`src/rtl/synth_pkg.sv`:
```
// Shared types and power-on defaults for the polyphonic synthesizer.
package synth_pkg;

    typedef enum logic [2:0] {
        ENV_IDLE    = 3'd0,
        ENV_ATTACK  = 3'd1,
        ENV_DECAY   = 3'd2,
        ENV_SUSTAIN = 3'd3,
        ENV_RELEASE = 3'd4
    } env_state_e;

    localparam logic [7:0]  DEF_ADSR_AI  = 8'd64;
    localparam logic [7:0]  DEF_ADSR_DI  = 8'd16;
    localparam logic [7:0]  DEF_ADSR_S   = 8'd128;
    localparam logic [7:0]  DEF_ADSR_RI  = 8'd2;
    localparam logic [7:0]  DEF_PERIOD   = 8'd66;
    localparam logic [15:0] DEF_FILTER_A = 16'd17546;
    localparam logic [15:0] DEF_FILTER_B = 16'hFFFF - 16'd17546;

endpackage

```
`src/rtl/synth_voice.sv`:
```
// One voice: square oscillator gated by an ADSR envelope.
module synth_voice
    import synth_pkg::*;
#(
    parameter int ENV_W = 8,
    parameter int CNT_W = 8
) (
    input  logic             clk,
    input  logic             rst,
    input  logic             tick_i,
    input  logic             trig_i,
    input  logic [CNT_W-1:0] osc_count_i,
    input  logic [ENV_W-1:0] ai_i,
    input  logic [ENV_W-1:0] di_i,
    input  logic [ENV_W-1:0] s_i,
    input  logic [ENV_W-1:0] ri_i,
    output logic [ENV_W-1:0] sample_o,
    output logic             busy_o
);

    localparam logic [ENV_W:0] ENV_MAX = {1'b0, {ENV_W{1'b1}}};

    logic [CNT_W-1:0] cnt_q, cnt_d;
    logic             sq_q, sq_d;
    logic [ENV_W-1:0] env_q, env_d;
    env_state_e       st_q, st_d;

    logic [ENV_W:0]   att_sum;
    logic             att_top;
    logic [ENV_W-1:0] att_env;
    logic             rel_zero;
    logic [ENV_W-1:0] rel_env;
    logic             dec_floor;

    // Wrap with >= so a shrinking period never lets the counter run away.
    always_comb begin
        cnt_d = cnt_q + 1'b1;
        sq_d  = sq_q;
        if (osc_count_i == '0) begin
            cnt_d = '0;
            sq_d  = 1'b0;
        end else if (cnt_q >= osc_count_i - 1'b1) begin
            cnt_d = '0;
            sq_d  = ~sq_q;
        end
    end

    assign att_sum   = {1'b0, env_q} + {1'b0, ai_i};
    assign att_top   = att_sum >= ENV_MAX;
    assign att_env   = att_top ? {ENV_W{1'b1}} : att_sum[ENV_W-1:0];
    assign rel_zero  = ri_i >= env_q;
    assign rel_env   = rel_zero ? '0 : env_q - ri_i;
    assign dec_floor = (di_i > env_q) || ((env_q - di_i) <= s_i);

    always_comb begin
        st_d  = st_q;
        env_d = env_q;
        if (tick_i) begin
            unique case (st_q)
                ENV_IDLE: begin
                    if (trig_i) begin
                        env_d = att_env;
                        st_d  = att_top ? ENV_DECAY : ENV_ATTACK;
                    end
                end
                ENV_ATTACK, ENV_DECAY, ENV_SUSTAIN: begin
                    if (!trig_i) begin
                        env_d = rel_env;
                        st_d  = rel_zero ? ENV_IDLE : ENV_RELEASE;
                    end else if (st_q == ENV_ATTACK) begin
                        env_d = att_env;
                        st_d  = att_top ? ENV_DECAY : ENV_ATTACK;
                    end else if (st_q == ENV_DECAY) begin
                        env_d = dec_floor ? s_i : env_q - di_i;
                        st_d  = dec_floor ? ENV_SUSTAIN : ENV_DECAY;
                    end else begin
                        env_d = s_i;
                    end
                end
                ENV_RELEASE: begin
                    if (trig_i) begin
                        env_d = att_env;
                        st_d  = att_top ? ENV_DECAY : ENV_ATTACK;
                    end else begin
                        env_d = rel_env;
                        st_d  = rel_zero ? ENV_IDLE : ENV_RELEASE;
                    end
                end
                default: st_d = ENV_IDLE;
            endcase
        end
    end

    always_ff @(posedge clk or negedge rst) begin
        if (!rst) begin
            cnt_q <= '0;
            sq_q  <= 1'b0;
            env_q <= '0;
            st_q  <= ENV_IDLE;
        end else begin
            cnt_q <= cnt_d;
            sq_q  <= sq_d;
            env_q <= env_d;
            st_q  <= st_d;
        end
    end

    assign sample_o = sq_q ? env_q : '0;
    assign busy_o   = st_q != ENV_IDLE;

endmodule

```
`src/rtl/poly_synth.sv`:
```
// Polyphonic square synth: voices, mixer, one-pole filter, 1st-order sigma-delta.
module poly_synth
    import synth_pkg::*;
#(
    parameter int NUM_VOICES = 4,
    parameter int ENV_W      = 8,
    parameter int CNT_W      = 8,
    parameter int COEF_W     = 16,
    parameter int TICK_DIV   = 50
) (
    input  logic                        clk,
    input  logic                        rst,
    input  logic [NUM_VOICES-1:0]       trig,
    input  logic [NUM_VOICES*CNT_W-1:0] osc_count,
    input  logic [ENV_W-1:0]            adsr_ai,
    input  logic [ENV_W-1:0]            adsr_di,
    input  logic [ENV_W-1:0]            adsr_s,
    input  logic [ENV_W-1:0]            adsr_ri,
    input  logic [COEF_W-1:0]           filter_a,
    input  logic [COEF_W-1:0]           filter_b,
    output logic                        data,
    output logic [NUM_VOICES-1:0]       voice_busy
);

    localparam int MIX_W  = ENV_W + $clog2(NUM_VOICES);
    localparam int TICK_W = (TICK_DIV > 1) ? $clog2(TICK_DIV) : 1;
    localparam logic [TICK_W-1:0] TICK_LAST = TICK_W'(TICK_DIV - 1);

    logic [TICK_W-1:0] tick_cnt_q, tick_cnt_d;
    logic              tick;
    logic [ENV_W-1:0]  sample [NUM_VOICES];
    logic [MIX_W-1:0]  mix_q, mix_d;
    logic [COEF_W-1:0] x;
    logic [COEF_W-1:0] y_q, y_d;
    logic [COEF_W:0]   acc_q, acc_d;
    logic [2*COEF_W-1:0] prod_a, prod_b;
    logic [2*COEF_W:0]   filt_sum;

    assign tick       = tick_cnt_q == TICK_LAST;
    assign tick_cnt_d = tick ? '0 : tick_cnt_q + 1'b1;

    for (genvar v = 0; v < NUM_VOICES; v++) begin : g_voice
        synth_voice #(
            .ENV_W (ENV_W),
            .CNT_W (CNT_W)
        ) u_voice (
            .clk         (clk),
            .rst         (rst),
            .tick_i      (tick),
            .trig_i      (trig[v]),
            .osc_count_i (osc_count[v*CNT_W +: CNT_W]),
            .ai_i        (adsr_ai),
            .di_i        (adsr_di),
            .s_i         (adsr_s),
            .ri_i        (adsr_ri),
            .sample_o    (sample[v]),
            .busy_o      (voice_busy[v])
        );
    end

    always_comb begin
        mix_d = '0;
        for (int v = 0; v < NUM_VOICES; v++) begin
            mix_d = mix_d + MIX_W'(sample[v]);
        end
    end

    // Mix sits in the top bits so full scale maps to full-scale COEF_W.
    assign x        = COEF_W'(mix_q) << (COEF_W - MIX_W);
    assign prod_a   = {{COEF_W{1'b0}}, filter_a} * {{COEF_W{1'b0}}, x};
    assign prod_b   = {{COEF_W{1'b0}}, filter_b} * {{COEF_W{1'b0}}, y_q};
    assign filt_sum = {1'b0, prod_a} + {1'b0, prod_b};
    assign y_d      = COEF_W'(filt_sum >> COEF_W);
    assign acc_d    = {1'b0, acc_q[COEF_W-1:0]} + {1'b0, y_q};

    always_ff @(posedge clk or negedge rst) begin
        if (!rst) begin
            tick_cnt_q <= '0;
            mix_q      <= '0;
            y_q        <= '0;
            acc_q      <= '0;
        end else begin
            tick_cnt_q <= tick_cnt_d;
            mix_q      <= mix_d;
            y_q        <= y_d;
            acc_q      <= acc_d;
        end
    end

    assign data = acc_q[COEF_W];

endmodule

```
`config.mk`:
```
export PLATFORM = sky130hd
export DESIGN_NAME = poly_synth
export DESIGN_NICKNAME = d
export VERILOG_FILES = /design/src/rtl/synth_pkg.sv /design/src/rtl/synth_voice.sv /design/src/rtl/poly_synth.sv
export SDC_FILE = /design/constraint.sdc
export NUM_CORES = 2
export LEC_CHECK = 0
export CAP_MARGIN = 10
export CELL_PAD_IN_SITES_DETAIL_PLACEMENT = 0
export CELL_PAD_IN_SITES_GLOBAL_PLACEMENT = 2
export CORE_ASPECT_RATIO = 1.75
export CORE_MARGIN = 2
export CORE_UTILIZATION = 35
export DETAILED_ROUTE_END_ITERATION = 8
export GPL_ROUTABILITY_DRIVEN = 0
export HOLD_SLACK_MARGIN = 0.1
export PLACE_DENSITY_LB_ADDON = 0.05
export SLEW_MARGIN = 30
export SYNTH_ARGS = -nofsm -noshare
export SYNTH_HDL_FRONTEND = slang
export SYNTH_SLANG_ARGS = --single-unit
```
`constraint.sdc`:
```
create_clock -name clk -period 8 [get_ports clk]
set_input_delay 1.2 -clock clk [delete_from_list [all_inputs] [get_ports clk]]
set_output_delay 1.2 -clock clk [all_outputs]
set_load 0.02 [all_outputs]
```
---- After elaboration in Yosys (flattened, before gate mapping) ----
Index checks and enable logic that the tools add are counted.
word-level totals
  logic and storage cells ................. 226
  flip-flop bits (word level) ............. 129
  output and inout bits ................... 5
  bits of input ports ..................... 102
cells by class
  reductions and logical operators ........ 36
  equality and inequality tests ........... 25
  multiply operators ...................... 2
  order comparisons ....................... 20
  multiplexer cells ....................... 93
  bitwise logic cells ..................... 4
  add/sub/neg operators ................... 26
operator list
  cell                                                                                 count
  8-bit 2-to-1 mux                                                                     44
  8-bit case mux with 3 select lines                                                   4
  3-bit 2-to-1 mux                                                                     24
  8-bit greater-or-equal comparator                                                    8
  8-bit subtractor                                                                     8
  8-bit by 8-bit adder with 9-bit output                                               5
  9-bit by 8-bit greater-or-equal comparator with 1-bit output, second input constant  4
  3-bit case mux with 3 select lines                                                   4
  32-bit adder                                                                         1
  8-bit by 1-bit adder with 8-bit output, second input constant                        4
  8-bit greater-than comparator                                                        4
  8-bit less-or-equal comparator                                                       4
  8-bit logical NOT                                                                    4
  16-bit by 16-bit multiplier with 32-bit output                                       1
  8-bit by 1-bit subtractor with 8-bit output, second input constant                   4
  16-bit by 10-bit multiplier with 26-bit output                                       1
  3-bit by 2-bit == test with 1-bit output, second input constant                      8
  3-bit AND reduction                                                                  8
  3-bit nonzero test                                                                   8
  16-bit by 16-bit adder with 17-bit output                                            1
  4-bit by 2-bit inequality test with 1-bit output, second input constant              4
  3-bit by 1-bit == test with 1-bit output, second input constant                      4
  3-bit == test, second input constant                                                 4
  3-bit logical NOT                                                                    4
  other kinds (12)                                                                     41

---- Depth between registers and ports, before layout ----
  word-level depth ........................ 8
  gate-level depth with buffers ........... 35
  mapped depth without buffers ............ 34

---- By module ----
From an unflattened synthesis, not the netlist that was laid out.
unflattened totals
  cells, all modules ...................... 3162
  area total of the unflattened synthesis .. 27510.1 um^2
modules (own cells, without submodules)
  module                                times used  sequential area each (um^2)  area each (um^2)  cells each
  poly_synth                            1           1226.2                       16027.9           1732
  synth_voice (g_voice[1].u_voice ...)  2           500.5                        2871.5            358
  synth_voice (g_voice[0].u_voice)      1           500.5                        2874.0            350
  synth_voice (g_voice[3].u_voice)      1           500.5                        2865.2            364

---- Worst setup path after synthesis ----
No wires, ideal clock.
  kind .................................... in2reg
  start point ............................. input filter_a[7]
  end point ............................... register y_q[14]
  arrival ................................. 8.894 ns
  required time ........................... 7.920 ns
  setup time .............................. 0.080 ns
  setup slack ............................. -0.974 ns
  buffers on the path ..................... 1
  stages on the path ...................... 32
  path through ............................ clkbuf_1 -> nand2_1 -> fa_1 -> inv_1 -> fa_1 -> inv_1 -> fa_1 -> inv_1 -> fa_1 -> inv_1 -> fa_1 -> inv_1 -> ha_1 -> o21a_1 -> nor2_1 -> a21oi_1 -> xnor2_1 -> fa_1 -> fa_1 -> fa_1 -> inv_1 -> fa_1 -> ha_1 -> a21o_1 -> a21o_1 -> a211o_1 -> a31oi_4 -> a21oi_2 -> a31o_2 -> a21o_1 -> a21oi_2 -> xnor2_1
on the way
  longest elaborated chain between the ends .. 2
RTL lines
  element                                         line              text
  start, declared                                 poly_synth.sv:19  input logic [COEF_W-1:0] filter_a,
  16-bit by 10-bit multiplier with 26-bit output  poly_synth.sv:70  assign prod_a = {{COEF_W{1'b0}}, filter_a} * {{COEF_W{1'b0}}, x};
  32-bit adder                                    poly_synth.sv:72  assign filt_sum = {1'b0, prod_a} + {1'b0, prod_b};
  named net filt_sum[30]                          poly_synth.sv:37  logic [2*COEF_W:0] filt_sum;
  end signal, assigned                            poly_synth.sv:85  y_q <= y_d;
  end, declared                                   poly_synth.sv:34  logic [COEF_W-1:0] y_q, y_d;
The timed path passes the listed nets, and every way through them passes these cells.
A chain may end at the register's enable or synchronous reset.

---- Worst setup path after layout ----
  start point ............................. input filter_a[5]
  end point ............................... register y_q[14]
The elaborated chain is that of the path after synthesis.

==> Flow_metrics.wiki <==
{| class="wikitable"
! Metric !! Value
|-
| Result of the run || finished with violations
|-
| Failing checks || negative setup slack
|-
| Clock buffers created by TritonCTS || 17
|-
| Level count of the clock H-tree || 4
|-
| Via density per instance || 5.14
|-
| Hold-fix buffer count after cts || 0
|-
| Wirelength, routed || 87.4 mm
|-
| Mux contribution to synthesized area || 1.26%
|-
| Count of vias placed by the detailed router || 21389
|-
| Via count of the first global-routing pass || 23767
|-
| Antenna viol nets, final || 0
|-
| Post-synthesis sequential element count || 129
|-
| Fraction of the yosys area taken by sequential cells || 12.3%
|-
| Area of the core region || 0.0747 sq mm
|-
| Critical path launch point type || primary input
|-
| Clk pin slew, worst setup/hold paths || 0.07 ns
|-
| Worst slew margin relative to its limit || 37.7%
|-
| Maximum number of pins on one net before global-route repair || 75
|-
| Hold_ws || 0.472 ns
|-
| Maxcap violations || 0
|-
| Most common cell after layout, fill and taps aside || sky130_fd_sc_hd__inv_1
|-
| Final net count || 4016
|-
| Worst-path cell with the longest stage delay || sky130_fd_sc_hd__fa_1
|-
| Maximum clock insertion buffer count || 2
|-
| Grt ovf || 0
|-
| Cell area after synthesis || 0.0263 sq mm
|-
| Number of flops mapped to enable cells by yosys || 0
|-
| Most instantiated flip-flop cell in the synthesis netlist || sky130_fd_sc_hd__dfrtp_1
|-
| Final core utilization || 40.7%
|-
| Port buffer count || 106
|-
| Critical path endpoint category || flop
|-
| Data required time at the worst endpoint || 8.39 ns
|-
| Layout cell share with drive strength beyond 1 || 8.86%
|-
| Number of endpoints with negative hold slack in the final report || 0
|-
| Layout area overhead || 15.8%
|-
| Number of nets in the synthesized netlist || 3808
|-
| Number of antenna violations at the first check in global routing || 2
|-
| WP data arrival || 8.73 ns
|-
| Final min period || 8.34 ns
|-
| Most frequent cells in the layout || 479 x sky130_fd_sc_hd__inv_1, 350 x sky130_fd_sc_hd__fa_1, 340 x sky130_fd_sc_hd__ha_1
|-
| CTS sink count || 129
|-
| Wire length of the first global-routing pass || 135 mm
|-
| Proportion of synthesized flip-flops having asynchronous set or reset || 100%
|-
| Syn Area/Cell || 8.77 sq um
|-
| Unique masters post-synth || 68
|-
| Fmax || 0.120 GHz
|-
| Dominant cell type by count on the critical path || sky130_fd_sc_hd__fa_1
|-
| Adder-cell share of the synthesized area || 43.9%
|-
| Final std cell area, no fill || 0.0304 sq mm
|-
| Number of DRC violations after detailed routing || 0
|-
| Simple logic cell fraction of the synthesized area || 16.9%
|-
| Worst slack, placed || -1.41 ns
|-
| Initial cell density of the core || 35.2%
|-
| Die outline area || 0.0774 sq mm
|-
| Dominant combinational cell family by area after synthesis || adder cells
|-
| Number of placed I/O pins || 107
|-
| Hpwl dp || 73.1 mm
|-
| Placed standard-cell area || 0.0295 sq mm
|-
| Avg WL per Cell || 21.0 um
|-
| Type of the worst setup path || in2reg
|-
| Max-slew violation total from the final report || 0
|-
| All-layer global routing usage || 23.3%
|-
| Clock tree from TritonCTS || done
|-
| Clock root buffer || sky130_fd_sc_hd__clkbuf_16
|-
| Yosys synthesis warning count || 0
|-
| Number of violations reported at the end of detailed-routing iteration 0 || 748
|-
| Synth Area in Compound Gates || 11.6%
|-
| Max Clock Skew || 0.0128 ns
|-
| Number of instances in the synthesized netlist || 2997
|-
| Die height || 367 um
|-
| Setup-failing EPs final || 10
|-
| Worst skew pair latency || 0.47 ns
|-
| Xor-xnor portion of the synthesized cell area || 5.93%
|-
| Drt pass-1 iters || 5
|-
| Die width || 211 um
|-
| Critical Path Fanout Max || 3
|-
| Row Count || 133
|-
| Path category of the worst min-delay check || reg2reg
|-
| RSZ-0062 raised after global routing || true
|-
| Maximum single-stage delay on the critical path || 0.55 ns
|-
| Share of the clock period used by the worst path after layout || 104%
|-
| Fin worst setup slack || -0.338 ns
|-
| Slew at the pin closest to its max-slew limit || 0.934 ns
|}
## worst max-delay path, delay by kind of cell
family	cells	cell delay [ns]
AO/OA/AOI/OAI	10	1.84
XOR/XNOR	2	0.27
adder cells (fa/ha/maj)	11	4.97
buffers and inverters	7	0.36
AND/OR/NAND/NOR	2	0.09
## final timing paths
kind | from | endpoint | slack, ns | cells past startpoint
min in group asynchronous | rst | g_voice[3].u_voice.cnt_q[3]$_DFF_PN0_ | 0.79 | 1
setup reg to reg | mix_q[6]$_DFF_PN0_ | y_q[14]$_DFF_PN0_ | -0.17 | 30
hold / removal | acc_q[0]$_DFF_PN0_ | acc_q[0]$_DFF_PN0_ | 0.47 | 1
setup / recovery | filter_a[5] | y_q[14]$_DFF_PN0_ | -0.34 | 32
max in group asynchronous | rst | g_voice[1].u_voice.env_q[3]$_DFFE_PN0P_ | 5.81 | 2
hold reg to reg | acc_q[0]$_DFF_PN0_ | acc_q[0]$_DFF_PN0_ | 0.47 | 1
## metal layers
layer	vias to the layer above	share of wire, %	track usage (%)
met4	0	6.6	13.8
met2	337	59	48.0
met5	-	0	0
li1	10134	-	-
met3	155	1.9	1.82
met1	10763	33	21.6
## timing repair
item                                   in CTS  in global routing
resized for setup                          88                 18
setup buffers                               6                  2
pin swaps                                  51                 23
endpoints found under the hold margin       0                  0
setup endpoints to repair                  15                 13
## synthesized netlist by cell type (22+ instances only)
cell                       number  area (sq um)
sky130_fd_sc_hd__inv_1        483          1810
sky130_fd_sc_hd__fa_1         357          7150
sky130_fd_sc_hd__ha_1         352          4400
sky130_fd_sc_hd__nand2_1      326          1220
sky130_fd_sc_hd__and2_1       200          1250
sky130_fd_sc_hd__nor2_1       162           608
sky130_fd_sc_hd__a21oi_1      147           736
sky130_fd_sc_hd__dfrtp_1      129          3230
sky130_fd_sc_hd__xnor2_1      108           946
sky130_fd_sc_hd__o21ai_0       82           410
sky130_fd_sc_hd__a21o_1        80           601
sky130_fd_sc_hd__clkbuf_1      79           297
sky130_fd_sc_hd__xor2_1        70           613
sky130_fd_sc_hd__nor3_1        41           205
sky130_fd_sc_hd__nand3_1       37           185
sky130_fd_sc_hd__o21bai_1      33           248
sky130_fd_sc_hd__nor2b_1       29           181
sky130_fd_sc_hd__mux2i_1       24           240
sky130_fd_sc_hd__nand4_1       22           138
## layout make-up
type,instances,area (sq um)
sequential,129,3230
tap,945,1180
antenna,1,2.50
fill,7615,44300
clock buffer,18,429
inverter,483,1810
multi-input combinational,2300,21300
clock inverter,14,146
timing repair buffer,274,2390
## flip-flops by register name, summed over array words and instances (netlist names)
signal and cells:
g_voice.u_voice.env_q 32, acc_q 17, tick_cnt_q 6, g_voice.u_voice.cnt_q 32
g_voice.u_voice.sq_q 4, mix_q 10, y_q 16, g_voice.u_voice.st_q 12
## cell families (layout without fill, tap and decap cells)
logic type / Yosys count / in the layout
compound gates: 472 / 472
xor+xnor: 178 / 178
fa+ha+maj: 709 / 709
buf+inv: 568 / 789
flops: 129 / 129
mux: 32 / 32
other cells: 0 / 1
simple gates: 909 / 909
## through the flow
stage,cells,TNS [ns]
4_1_cts,4161,-2.53
2_1_floorplan,2997,-3.92
6_report,4164,-2.43
3_5_place_dp,4123,-17.59
3_3_place_gp,4123,-17.63
5_1_grt,4163,-5.85
Power is left out: the tool's default activity adds up to more than one toggle a clock period on the data nets, which glitch-free logic cannot reach.
==> patch 1: new RTL, same settings <==
Re-encode `env_state_e` (5 states) as one-hot, 5 bits wide.
--- a/src/rtl/synth_pkg.sv
+++ b/src/rtl/synth_pkg.sv
@@ -3,8 +3,8 @@
 
-    typedef enum logic [2:0] {
-        ENV_IDLE    = 3'd0,
-        ENV_ATTACK  = 3'd1,
-        ENV_DECAY   = 3'd2,
-        ENV_SUSTAIN = 3'd3,
-        ENV_RELEASE = 3'd4
+    typedef enum logic [4:0] {
+        ENV_IDLE    = 5'b00001,
+        ENV_ATTACK  = 5'b00010,
+        ENV_DECAY   = 5'b00100,
+        ENV_SUSTAIN = 5'b01000,
+        ENV_RELEASE = 5'b10000
     } env_state_e;
Function: no difference found for any inputs over 10 cycles, from zero or initial values and one cycle with rst low; not proved beyond that.
==> patch 1 against the original RTL <==
First-iteration DRC count increased by 3.3%. Utilization up 0.37 points. Wire length shrank 2.9%. Sequential share of layout area increased by 0.34 points. Design area rose by 3.0%. Via count grew 1.7%. Non-clock buffer count up 22. Clock skew rose by 1.4 ps. Area after synthesis is 2.7% higher. Synthesized cell count up 2.6%. Sequential cell count increased by 8. The run still ends with setup timing left. Setup slack lost 130 ps. Highest routed layer unchanged.
Power is left out: it rests on default switching activity, and per cell area and clock period it moved more than threefold.
==> patch 1: results (changes against the original RTL) <==
* R2R depth at 35 (was 30)
* Post-synthesis instance total at 3076 (was 2997)
* Initial DRC count at 773 (was 748)
* CP arrival at 8860 ps (was 8730 ps)
* Outcome: finished, violations left (unchanged)
* # setup viols final at 13 (was 10)
* TNS Setup at -3520 ps (was -2430 ps)
* Post-synth cell types at 94 (was 68)
* Utilization after layout at 0.411 (was 0.407)
* Hpwl dp at 71200 um (was 73100 um)
* Non-clk bufs at 296 (was 274)
* Clk tree area frac at 0.0197 (was 0.0189)
* CP Max Fanout at 4 (was 3)
* Fraction of area in multi-input gates at 0.690 (was 0.698)
* Drt via density at 5.03 (was 5.14)
* Hold Slack at 472 ps (about the same)
* Global-route usage over all layers at 0.222 (was 0.233)
* Skew final at 14.2 ps (was 12.8 ps)
* Start point of the critical path: filter_a[7] (was filter_a[5])
* Largest net degree at the start of global routing at 51 (was 75)
* R2R Path Start: mix_q[1] (was mix_q[6])
* Register area share after synthesis at 0.127 (was 0.123)
* Antenna diode count at 0 (was 1)
* Placed cells at 4276 (was 4123)
* Inverters at 493 (was 483)
* Nets at 4106 (was 4016)
* Wl on met1 at 29700 um (was 28500 um)
* Final setup margin at -467 ps (was -338 ps)
* Met3 usage at 0.0171 (was 0.0182)
* RR Endpoint: y_q[15] (was y_q[14])
* Regs by FF count: g_voice.u_voice.cnt_q x32, g_voice.u_voice.env_q x32, g_voice.u_voice.st_q x20 (was g_voice.u_voice.cnt_q x32, g_voice.u_voice.env_q x32, acc_q x17)
* NonClk Buf Share at 0.0810 (was 0.0785)
* WL/cell at 19.6 um (was 21.0 um)
* Failing checks: setup timing (unchanged)
* Measured slew at the worst slew-check pin at 857 ps (was 934 ps)
* Routed WL at 84900 um (was 87400 um)
* Met1 Use GR at 0.218 (was 0.216)
* DP Worst Slack at -1710 ps (was -1410 ps)
* Seq/total area at 0.109 (was 0.106)
-- patch 1: cell count changes in the layout (fill, tap and decap cells not counted), moves of 11 or more --
cell and delta:
xor2_1 +12, nor2_1 +13, and2_1 -15, nand2_1 +30, buf_4 +26, mux2i_1 +11
o21ai_1 +11, o21a_1 +16, a21oi_1 -29
-- patch 1: timing repair --
| item | CTS | global route |
|---|---|---|
| pin swaps | 71 | 44 |
| resized for setup | 84 | 31 |
| gates cloned | 0 | 0 |
| setup buffers | 20 | 1 |
| setup endpoints to repair | 16 | 16 |
-- patch 1: logic make-up after synthesis --
logic type      count (synthesis)  synth area share
simple gates                  924             0.165
xor+xnor                      181            0.0587
compound gates                494             0.122
fa+ha+maj                     709             0.428
mux                            42            0.0160
buf+inv                       589            0.0836
flops                         137             0.127
-- patch 1: critical path, delay by kind of cell --
kind / cells / cell delay [ps]
fa+ha+maj: 11 / 4650
compound gates: 11 / 1910
buf+inv: 8 / 460
simple gates: 3 / 410
xor+xnor: 2 / 240
==> patch 2: new RTL, same flow settings <==
Without the edit above. `ENV_W` is set to 8 in 2 places; all go to 7.
--- a/src/rtl/synth_voice.sv
+++ b/src/rtl/synth_voice.sv
@@ -4,3 +4,3 @@
 #(
-    parameter int ENV_W = 8,
+    parameter int ENV_W = 7,
     parameter int CNT_W = 8
--- a/src/rtl/poly_synth.sv
+++ b/src/rtl/poly_synth.sv
@@ -5,3 +5,3 @@
     parameter int NUM_VOICES = 4,
-    parameter int ENV_W      = 8,
+    parameter int ENV_W      = 7,
     parameter int CNT_W      = 8,
Ports: changed (resized adsr_ai, adsr_di, adsr_ri and adsr_s); port bits go from 107 to 103. The function was not compared with the original's and may differ.
==> patch 2 against the original RTL <==
The run still ends with setup timing left. Sequential cell count shrank 5. Design area down 5.6%. Sequential share of layout area is 0.20 points higher. Setup slack better by 67 ps. Final cell count is 5.7% lower. Area after synthesis fell by 6.7%. Wire length is 11% lower. Largest cell class unchanged.
Power is not shown: default switching activity piles up to over one toggle a cycle in this logic, so the estimate is an artifact.
==> patch 2: results (changes against the original RTL) <==
* Final setup margin at -271 ps (was -338 ps)
* Routed WL at 78200 um (was 87400 um)
* Start point of the critical path: filter_a[0] (was filter_a[5])
* Met2 WL at 45900 um (was 51500 um)
* Initial antenna violation count at 0 (was 2)
* Initial DRC count at 579 (was 748)
* R2R Path Start: mix_q[0] (was mix_q[6])
* # setup viols final at 2 (was 10)
* Register area share after synthesis at 0.127 (was 0.123)
* Global-route usage over all layers at 0.226 (was 0.233)
* Vias in the first global route at 22.1k (was 23.8k)
* Global-route wire length before repair at 123000 um (was 135000 um)
* Slowest-stage cell, CP: fa_1 (unchanged)
* R2R depth at 33 (was 30)
* DRT Pass-1 Iters at 6 (was 5)
* Failing checks: setup timing (unchanged)
* CP Max Fanout at 5 (was 3)
* Synthesized Nets at 3563 (was 3808)
* RR Endpoint: y_q[15] (was y_q[14])
* Regs by FF count: g_voice.u_voice.cnt_q x32, g_voice.u_voice.env_q x28, acc_q x17 (was g_voice.u_voice.cnt_q x32, g_voice.u_voice.env_q x32, acc_q x17)
* Top-area cell type share of the netlist area at 0.280 (was 0.272)
* Measured slew at the worst slew-check pin at 1120 ps (was 934 ps)
* Via count at 19.6k (was 21.4k)
* Post-synth top cells: 509 x inv_1, 343 x fa_1, 339 x nand2_1 (was 483 x inv_1, 357 x fa_1, 352 x ha_1)
* CP arrival at 8580 ps (was 8730 ps)
* Placement Cell Area at 0.0277 mm2 (was 0.0295 mm2)
* Routed met3 length at 1480 um (was 1630 um)
* Outcome: finished, violations left (unchanged)
* Area contributors post-synth: fa_1 28%, ha_1 16%, dfrtp_1 13%, inv_1 7.8%, nand2_1 5.2% (was fa_1 27%, ha_1 17%, dfrtp_1 12%, inv_1 6.9%, and2_1 4.8%)
* Wl on met1 at 25700 um (was 28500 um)
* TNS Setup at -363 ps (was -2430 ps)
* Nets at 3766 (was 4016)
* Skew final at 12.9 ps (was 12.8 ps)
* # fillers at 7150 (was 7615)
* Post-synth cell types at 75 (was 68)
* Clk_lat worst skew at 450 ps (was 470 ps)
* Reg-to-reg slack, setup at -90 ps (was -170 ps)
* Layout cells sized above 1 at 0.0988 (was 0.0886)
==> patch 2: cell type report <==
| class | count | area share |
|---|---|---|
| Sequential cell | 124 | 0.108 |
| Clock buffer | 18 | 0.0153 |
| Inverter | 509 | 0.0665 |
| Tap cell | 910 | 0.0396 |
| Timing Repair Buffer | 261 | 0.0836 |
| Multi-Input combinational cell | 2092 | 0.682 |
| Antenna cell | 1 | 0.0000871 |
| Clock inverter | 13 | 0.00501 |
==> patch 2: logic make-up (layout without fill, tap and decap cells) <==
| group | Yosys count | after routing | share of synthesized area |
|---|---|---|---|
| xor+xnor | 154 | 154 | 0.0550 |
| flops | 124 | 124 | 0.127 |
| other cells | 0 | 1 | 0 |
| buf+inv | 586 | 801 | 0.0904 |
| compound gates | 404 | 404 | 0.111 |
| mux | 24 | 24 | 0.00990 |
| fa+ha+maj | 664 | 664 | 0.444 |
| simple gates | 846 | 846 | 0.163 |
==> patch 2: worst max-delay path, delay by kind of cell <==
kind | cells | cell delay [ps]
AOI/OAI and AO/OA | 8 | 1700
xor gates and xnor gates | 2 | 300
buffers and inverters | 6 | 560
adders and majority gates | 10 | 3720
and+or+nand+nor | 8 | 1070
==> patch 2: through the flow <==
| step | util | hold WS [ps] | cells |
|---|---|---|---|
| global route | 0.413 | 503 | 3927 |
| global placement | 0.399 | 455 | 3884 |
| floorplan | - | 443 | 2802 |
| finish | 0.413 | 473 | 3928 |
| detailed placement | 0.399 | 460 | 3884 |
| CTS | 0.411 | 474 | 3925 |
==> patch 2: what timing repair did <==
action,CTS,global route
resized for setup,94,34
pin swaps,62,27
buffers inserted,10,4
setup endpoints to repair,10,8
endpoints found under the hold margin,0,0
==> patch 2: layer usage <==
metal,GRT usage,up-vias
li1,-,9358
met2,0.463,288
met1,0.213,9820
met4,0.130,0
met5,0,-
met3,0.0193,129
